<file path="config.mk">
export PLATFORM = sky130hd
export DESIGN_NAME = vga_timing_gen
export DESIGN_NICKNAME = d
export VERILOG_FILES = /design/src/rtl/vga_timing_gen.sv
export SDC_FILE = /design/constraint.sdc
export NUM_CORES = 1
export LEC_CHECK = 0
export BUFFER_PORTS_ARGS = -buffer_cell sky130_fd_sc_hd__buf_2
export CAP_MARGIN = 10
export CORE_MARGIN = 2
export CORE_UTILIZATION = 35
export CTS_CLUSTER_DIAMETER = 120
export DETAILED_ROUTE_END_ITERATION = 6
export GPL_ROUTABILITY_DRIVEN = 1
export GPL_TIMING_DRIVEN = 0
export PLACE_DENSITY = 0.62
export SYNTH_ARGS = -nofsm -noshare
export SYNTH_HDL_FRONTEND = slang
export SYNTH_SLANG_ARGS = --single-unit
</file>
<file path="constraint.sdc">
create_clock -name clk -period 3 [get_ports clk]
set_input_delay 0.3 -clock clk [delete_from_list [all_inputs] [get_ports clk]]
set_output_delay 0.3 -clock clk [all_outputs]
set_load 0.02 [all_outputs]
</file>
<file path="src/rtl/vga_timing_gen.sv">
// vga_timing_gen: parametrised VGA sync/timing generator with active-area coordinates and line/frame strobes; VGA_TIMING_FRAMECNT_EN adds frame_cnt.
// Outputs are registered from the next counter values, so they have zero latency to hc/vc; pix_en low holds all state and suppresses strobes.
module vga_timing_gen #(
    parameter int H_ACTIVE = 640,
    parameter int H_FP     = 16,
    parameter int H_SYNC   = 96,
    parameter int H_BP     = 48,
    parameter int V_ACTIVE = 480,
    parameter int V_FP     = 10,
    parameter int V_SYNC   = 2,
    parameter int V_BP     = 33,
    parameter int H_POL    = 0,
    parameter int V_POL    = 0,
    parameter int CW       = 11
) (
    input  logic          clk,
    input  logic          clr,
    input  logic          pix_en,
    output logic          hsync,
    output logic          vsync,
    output logic [CW-1:0] hc,
    output logic [CW-1:0] vc,
    output logic          vidon,
    output logic [CW-1:0] px,
    output logic [CW-1:0] py,
    output logic          line_start,
`ifdef VGA_TIMING_FRAMECNT_EN
    output logic          frame_start,
    output logic [15:0]   frame_cnt
`else
    output logic          frame_start
`endif
);

    localparam int H_TOTAL = H_SYNC + H_BP + H_ACTIVE + H_FP;
    localparam int V_TOTAL = V_SYNC + V_BP + V_ACTIVE + V_FP;
    localparam int HA0     = H_SYNC + H_BP;
    localparam int VA0     = V_SYNC + V_BP;

    localparam logic [CW-1:0] C_HMAX  = CW'(H_TOTAL - 1);
    localparam logic [CW-1:0] C_VMAX  = CW'(V_TOTAL - 1);
    localparam logic [CW-1:0] C_HA0   = CW'(HA0);
    localparam logic [CW-1:0] C_VA0   = CW'(VA0);
    // One extra bit so region ends equal to 2^CW do not truncate to zero
    localparam logic [CW:0]   C_HA1   = (CW+1)'(HA0 + H_ACTIVE);
    localparam logic [CW:0]   C_VA1   = (CW+1)'(VA0 + V_ACTIVE);
    localparam logic [CW:0]   C_HSYNC = (CW+1)'(H_SYNC);
    localparam logic [CW:0]   C_VSYNC = (CW+1)'(V_SYNC);
    localparam logic          L_HPOL  = (H_POL != 0);
    localparam logic          L_VPOL  = (V_POL != 0);

    if (H_TOTAL > (2 ** CW) || V_TOTAL > (2 ** CW)) begin : g_bad_cw
        $error("vga_timing_gen: CW=%0d cannot hold H_TOTAL=%0d or V_TOTAL=%0d", CW, H_TOTAL, V_TOTAL);
    end

    logic [CW-1:0] r_hc, r_vc, r_px, r_py;
    logic          r_hsync, r_vsync, r_vidon, r_line_start, r_frame_start;
    logic [CW-1:0] w_hc_nxt, w_vc_nxt;
    logic          w_h_wrap, w_v_wrap, w_h_act, w_v_act, w_wrap_en;

    assign w_h_wrap  = (r_hc == C_HMAX);
    assign w_v_wrap  = (r_vc == C_VMAX);
    assign w_wrap_en = pix_en && w_h_wrap;

    always_comb begin
        w_hc_nxt = r_hc;
        w_vc_nxt = r_vc;
        if (pix_en) begin
            w_hc_nxt = w_h_wrap ? '0 : r_hc + 1'b1;
            if (w_h_wrap) begin
                w_vc_nxt = w_v_wrap ? '0 : r_vc + 1'b1;
            end
        end
    end

    assign w_h_act = (w_hc_nxt >= C_HA0) && ({1'b0, w_hc_nxt} < C_HA1);
    assign w_v_act = (w_vc_nxt >= C_VA0) && ({1'b0, w_vc_nxt} < C_VA1);

    always_ff @(posedge clk or posedge clr) begin
        if (clr) begin
            r_hc          <= '0;
            r_vc          <= '0;
            r_px          <= '0;
            r_py          <= '0;
            r_hsync       <= L_HPOL;
            r_vsync       <= L_VPOL;
            r_vidon       <= 1'b0;
            r_line_start  <= 1'b0;
            r_frame_start <= 1'b0;
        end else begin
            r_hc          <= w_hc_nxt;
            r_vc          <= w_vc_nxt;
            r_hsync       <= ({1'b0, w_hc_nxt} < C_HSYNC) ? L_HPOL : ~L_HPOL;
            r_vsync       <= ({1'b0, w_vc_nxt} < C_VSYNC) ? L_VPOL : ~L_VPOL;
            r_vidon       <= w_h_act && w_v_act;
            r_px          <= (w_h_act && w_v_act) ? w_hc_nxt - C_HA0 : '0;
            r_py          <= (w_h_act && w_v_act) ? w_vc_nxt - C_VA0 : '0;
            r_line_start  <= w_wrap_en;
            r_frame_start <= w_wrap_en && w_v_wrap;
        end
    end

`ifdef VGA_TIMING_FRAMECNT_EN
    logic [15:0] r_frame_cnt;

    always_ff @(posedge clk or posedge clr) begin
        if (clr) begin
            r_frame_cnt <= '0;
        end else if (w_wrap_en && w_v_wrap) begin
            r_frame_cnt <= r_frame_cnt + 16'd1;
        end
    end

    assign frame_cnt = r_frame_cnt;
`endif

    assign hc          = r_hc;
    assign vc          = r_vc;
    assign px          = r_px;
    assign py          = r_py;
    assign hsync       = r_hsync;
    assign vsync       = r_vsync;
    assign vidon       = r_vidon;
    assign line_start  = r_line_start;
    assign frame_start = r_frame_start;

endmodule

</file>
After elaboration in Yosys (flattened, before gate mapping)

Cells that the tools add are included.

Equality and inequality tests: 2
$add $sub $neg: 4
$lt $le $gt $ge: 6
Reduce and logical (&&, ||, !) cells: 5
Mux-type cells: 9

Operator list:

| kind                  | number |
|---|---|
| $mux 11               | 7 |
| $add 11x1->11 const B | 2 |
| $eq 11x10->1 const B  | 2 |
| $lt 11x10->1 const B  | 2 |
| $ge 11x6->1 const B   | 1 |
| $ge 11x8->1 const B   | 1 |
| $lt 11x2->1 const B   | 1 |
| $lt 11x7->1 const B   | 1 |
| $sub 11x6->11 const B | 1 |
| $sub 11x8->11 const B | 1 |
| $logic_and 1x1->1     | 5 |
| $mux 1                | 2 |

Output and inout port bits: 49
Word-level logic and storage cells: 35
Flip-flop bits (word level): 49
Bits of input ports: 3

Depth between registers and ports, before layout

Depth in word-level cells: 8
Depth in mapped cells: 15
Depth with buffers taken out: 11

Worst setup path before layout

Ideal clock, no wire load.

Path type: register to register
Start point: reg r_hc[0], in the netlist hc[0]
End point: reg r_py[7], in the netlist py[7]
Buffers on the path: 4
Cell stages (with the launch flop): 16
Arrival: 3.077 ns
Period minus slack after synthesis: 3.157 ns
Setup time: 0.080 ns
Required time: 2.920 ns
Slack: -0.157 ns
Cells stage by stage: dfrtp_1 > ha_1 > and4_4 > buf_6 > nand4_4 > inv_2 > buf_2 > buf_1 > nand2_1 > o21ai_0 > ha_1 > a31oi_1 > a31oi_1 > o21bai_2 > buf_6 > nor3_2

Longest elaborated chain between the ends: 7
Elaborated cells on any way between the ends: 15
Classes of those cells: add/sub: 2; order compare: 4; eq/ne: 1; mux: 5; reduce/logical: 3

RTL lines:

| element                                     | line | source |
|---|---|---|
| start, declared                             | 56   | `logic [CW-1:0] r_hc, r_vc, r_px, r_py;` |
| start signal, assigned                      | 91   | `r_hc <= w_hc_nxt;` |
| $eq 11x10->1 (*)                            | 61   | `assign w_h_wrap = (r_hc == C_HMAX);` |
| $mux 11 (*)                                 | 70   | `if (w_h_wrap) begin` |
| $mux 11 (*)                                 | 68   | `if (pix_en) begin` |
| named net w_vc_nxt[0]                       | 58   | `logic [CW-1:0] w_hc_nxt, w_vc_nxt;` |
| $ge 11x6->1 or $lt 11x10->1 (tied branches) | 77   | `assign w_v_act = (w_vc_nxt >= C_VA0) && ({1'b0, w_vc_nxt} < C_VA1);` |
| $logic_and 1x1->1                           | 77   |  |
| $logic_and 1x1->1                           | 97   | `r_py <= (w_h_act && w_v_act) ? w_vc_nxt - C_VA0 : '0;` |
| $mux 11 (*)                                 | 97   |  |
| end signal, assigned                        | 97   |  |
| end, declared                               | 56   |  |

The timed path passes the listed nets; every way through them passes the cells marked *.

Worst setup path in the final report

Start point: reg r_hc[6], in the netlist hc[6]
End point: reg r_py[10], in the netlist py[10]

Same word-level chain as after synthesis.

==> flow_summary.yaml <==
layout:
  nets: 318
  antennaDiodeCount: 0
  drive_above_1_share_pct: 36.45
  area_growth_pct: 24.99
  final_common_cell: "buf_2"
  nFillCells: 719
  post-route-util_pct: 44.66
  fin_area_um2: 3204
  final_cell_mix: "buf_2, dfrtp_1, nor2_1, inv_1, xnor2_1"
clock_network:
  clock_path_buffers: 2
  cts_num_sinks: 49
  cts_tree: "built"
  clkTransAtPathRegs_ps: 100
  cts_max_level: 2
  cts_root_buffer: "clkbuf_8"
  cts_made_buffers: 5
  clkLatencyLatePin_ps: 310
global_route:
  grt_pass1_vias: 1879
  grt_pass1_wl_um: 9487
  busiest_layer: "met2"
  grt_use_met3_pct: 3.382
  grt.total_usage_pct: 15.42
  met1_usage_pct: 20.29
  antenna_found_initial: 0
  grt_max_degree: 36
  grt_use_met2_pct: 25.74
  grt-ovfl-total: 0
setup_path:
  cp_data_required_time_ps: 3230
  crit_fanout: 10
  max_stage_delay_ps: 380
  startpoint_type: "register"
  path_cells: "buf_4 > nor4_4 > nand4_4 > inv_2 > buf_6 > buf_6 > o21ai_2 > ha_4 > buf_4 > o31ai_4 > nand3_2 > or3_1 > nor3_1"
  critPathCaptureType: "register"
  crit_slowest_cell: "dfrtp_1"
  cp_data_arrival_time_ps: 3110
  critPathKind: "register to register"
synthesis:
  syn-cell-area_um2: 2564
  synth_edf_count: 0
  synth_area_per_cell_um2: 10.59
  synth.distinct_cells: 52
  synth-main-ff-cell: "dfrtp_1"
  synth_nets: 251
  synth_cells: 242
  ys_seq_elements: 49
  ys_async_sr_fraction_pct: 100.0
  yosysSeqAreaShare_pct: 47.83
  yosys_warnings: 0
power_and_ir_drop:
  p_int_mw: 1.109
  p_comb_share_pct: 31.3
  cellPowerDensity_nw_per_um2: 530.1
  switchingPower_mw: 0.5892
  p_leak_nw: 1.668
  report.power.total_mw: 1.699
  p_clk_share_pct: 24.3
  seqPwrFrac_pct: 44.4
  irDropWorstVdd_v: 0.0001704
  swShare_pct: 34.69
timing:
  period_minus_slack_ps: 2882
  clock_skew_ps: 13.23
  holdWs_ps: 356.8
  max_freq_mhz: 347.0
  fin_crit_sh_pct: 96.07
  worstMarginPinSlew_ps: 723.6
  slew_violations: 0
  max-slew-margin-rel_pct: 51.35
  setup_viol_count_final: 0
  hold_viol_final: 0
drt:
  drtIter0Drc: 47
  num_vias: 1951
  drc: 0
  drt-total-wl_um: 5851
  viasPerCell: 4.770
  ant_nets: 0
  drtPass1Iterations: 4
  wl_per_cell_um: 14.31
placed_design:
  place_congestion: 0.8601
  port_buffers: 50
  dpl-instance-area_um2: 2962
  dp_hpwl_um: 4107
floorplanning:
  core_area_um2: 7176
  die_height_um: 89.59
  initial_core_util_pct: 35.73
  die_w_um: 89.59
  dieArea_um2: 8025
  ios: 52
  placementRows: 31
job:
  cap_violations: 0
worst_hold_path:
  hp-class: "input pin to register"
outcome:
  status: "finished clean"
==> power by group through the flow <==
| stage | Sequential, mW | Clock, mW | Combinational, mW |
|---|---|---|---|
| after floorplan | 0.832 | 0 | 0.322 |
| after global placement | 0.781 | 0 | 0.487 |
| after detailed placement | 0.784 | 0 | 0.496 |
| after CTS | 0.753 | 0.429 | 0.538 |
| after global routing | 0.759 | 0.452 | 0.594 |
| final | 0.753 | 0.413 | 0.532 |
==> kinds of logic (layout without fill, tap and decap cells) <==
logic type | Yosys count | after routing | synth area share (%)
buffers and inverters | 29 | 97 | 6.002
xor gates and xnor gates | 23 | 23 | 7.858
DFF | 49 | 49 | 47.83
and+or+nand+nor | 99 | 99 | 23.13
AOI/OAI and AO/OA | 32 | 32 | 10.49
adders and majority gates | 6 | 6 | 2.928
muxes | 4 | 4 | 1.757
==> repair_timing <==
action                                  4_1_cts  5_1_grt
gates resized for setup                       8       10
setup buffers                                 5        3
endpoints found under the hold margin        14        0
hold buffers                                  1        0
endpoints found under the setup margin       23       23
pin swaps                                     3        5
==> worst paths after layout <==
check	from	endpoint	slack, ps	cells past startpoint
min in group asynchronous	clr	px[1]	490	3
max reg2reg	hc[6]	py[10]	120	13
max in group asynchronous	clr	vc[4]	2020	4
min reg2reg	vc[10]	vc[10]	630	1
max	hc[6]	py[10]	120	13
min	pix_en	hc[0]	360	3
==> routing by layer <==
| metal | vias up | routed length (um) |
|---|---|---|
| met3 | 7 | 292 |
| li1 | 968 | - |
| met2 | 43 | 2858 |
| met4 | 0 | 68 |
| met5 | - | 0 |
| met1 | 933 | 2631 |
==> registers in the layout, indices dropped and copies added (netlist names) <==
register     flops
py              11
line_start       1
vc              11
hsync            1
vidon            1
px              11
hc              11
frame_start      1
vsync            1
==> cells in the mapped netlist (2+ instances only) <==
cell type	instances	area share, %
nor2_1	31	4.5
buf_6	4	1.8
nand3_1	10	2.0
nor3_2	8	3.1
o31ai_4	3	2.5
nor3_1	3	0.59
a21oi_1	5	0.98
buf_2	2	0.39
o31ai_1	2	0.59
nor4_1	3	0.73
o21ai_0	5	0.98
nand2_1	12	1.8
xnor2_1	14	4.8
and4_1	3	1.0
nand4_1	4	0.98
a21o_1	2	0.59
mux2i_1	3	1.2
or2_2	2	0.49
and2_1	2	0.49
ha_1	6	2.9
nor4b_1	2	0.68
o211ai_1	2	0.59
a31oi_1	4	0.98
buf_4	3	0.88
and3_1	9	2.2
xor2_1	9	3.1
inv_1	16	2.3
dfrtp_1	49	48
==> layout make-up <==
cell class | instances | area (um^2) | area share [%]
tap | 99 | 123.9 | 3.866
clock inverter | 2 | 13.76 | 0.4295
inverter | 17 | 63.81 | 1.991
multi-input combinational | 164 | 1244 | 38.81
timing repair buffer | 60 | 340.3 | 10.62
sequential | 49 | 1229 | 38.34
clock buffer | 6 | 82.58 | 2.577
buffer | 12 | 107.6 | 3.358
==> worst max-delay path, delay by kind of cell (launching register included) <==
family                   cells  cell delay, ps
flip-flops                   1             380
buffers and inverters        5             730
AO/OA/AOI/OAI                2             390
adder cells (fa/ha/maj)      1             190
AND/OR/NAND/NOR              5            1100
==> stage by stage <==
| stage | instances | setup TNS (ps) | setup WS (ps) |
|---|---|---|---|
| floorplan | 242 | 0 | 68.19 |
| global placement | 391 | -5606 | -298.7 |
| detailed placement | 392 | -7228 | -375.2 |
| CTS | 406 | 0 | 7.482 |
| global route | 409 | -24.31 | -8.445 |
| finish | 409 | 0 | 118.0 |
No activity file was read; power rests on OpenSTA's default activity.
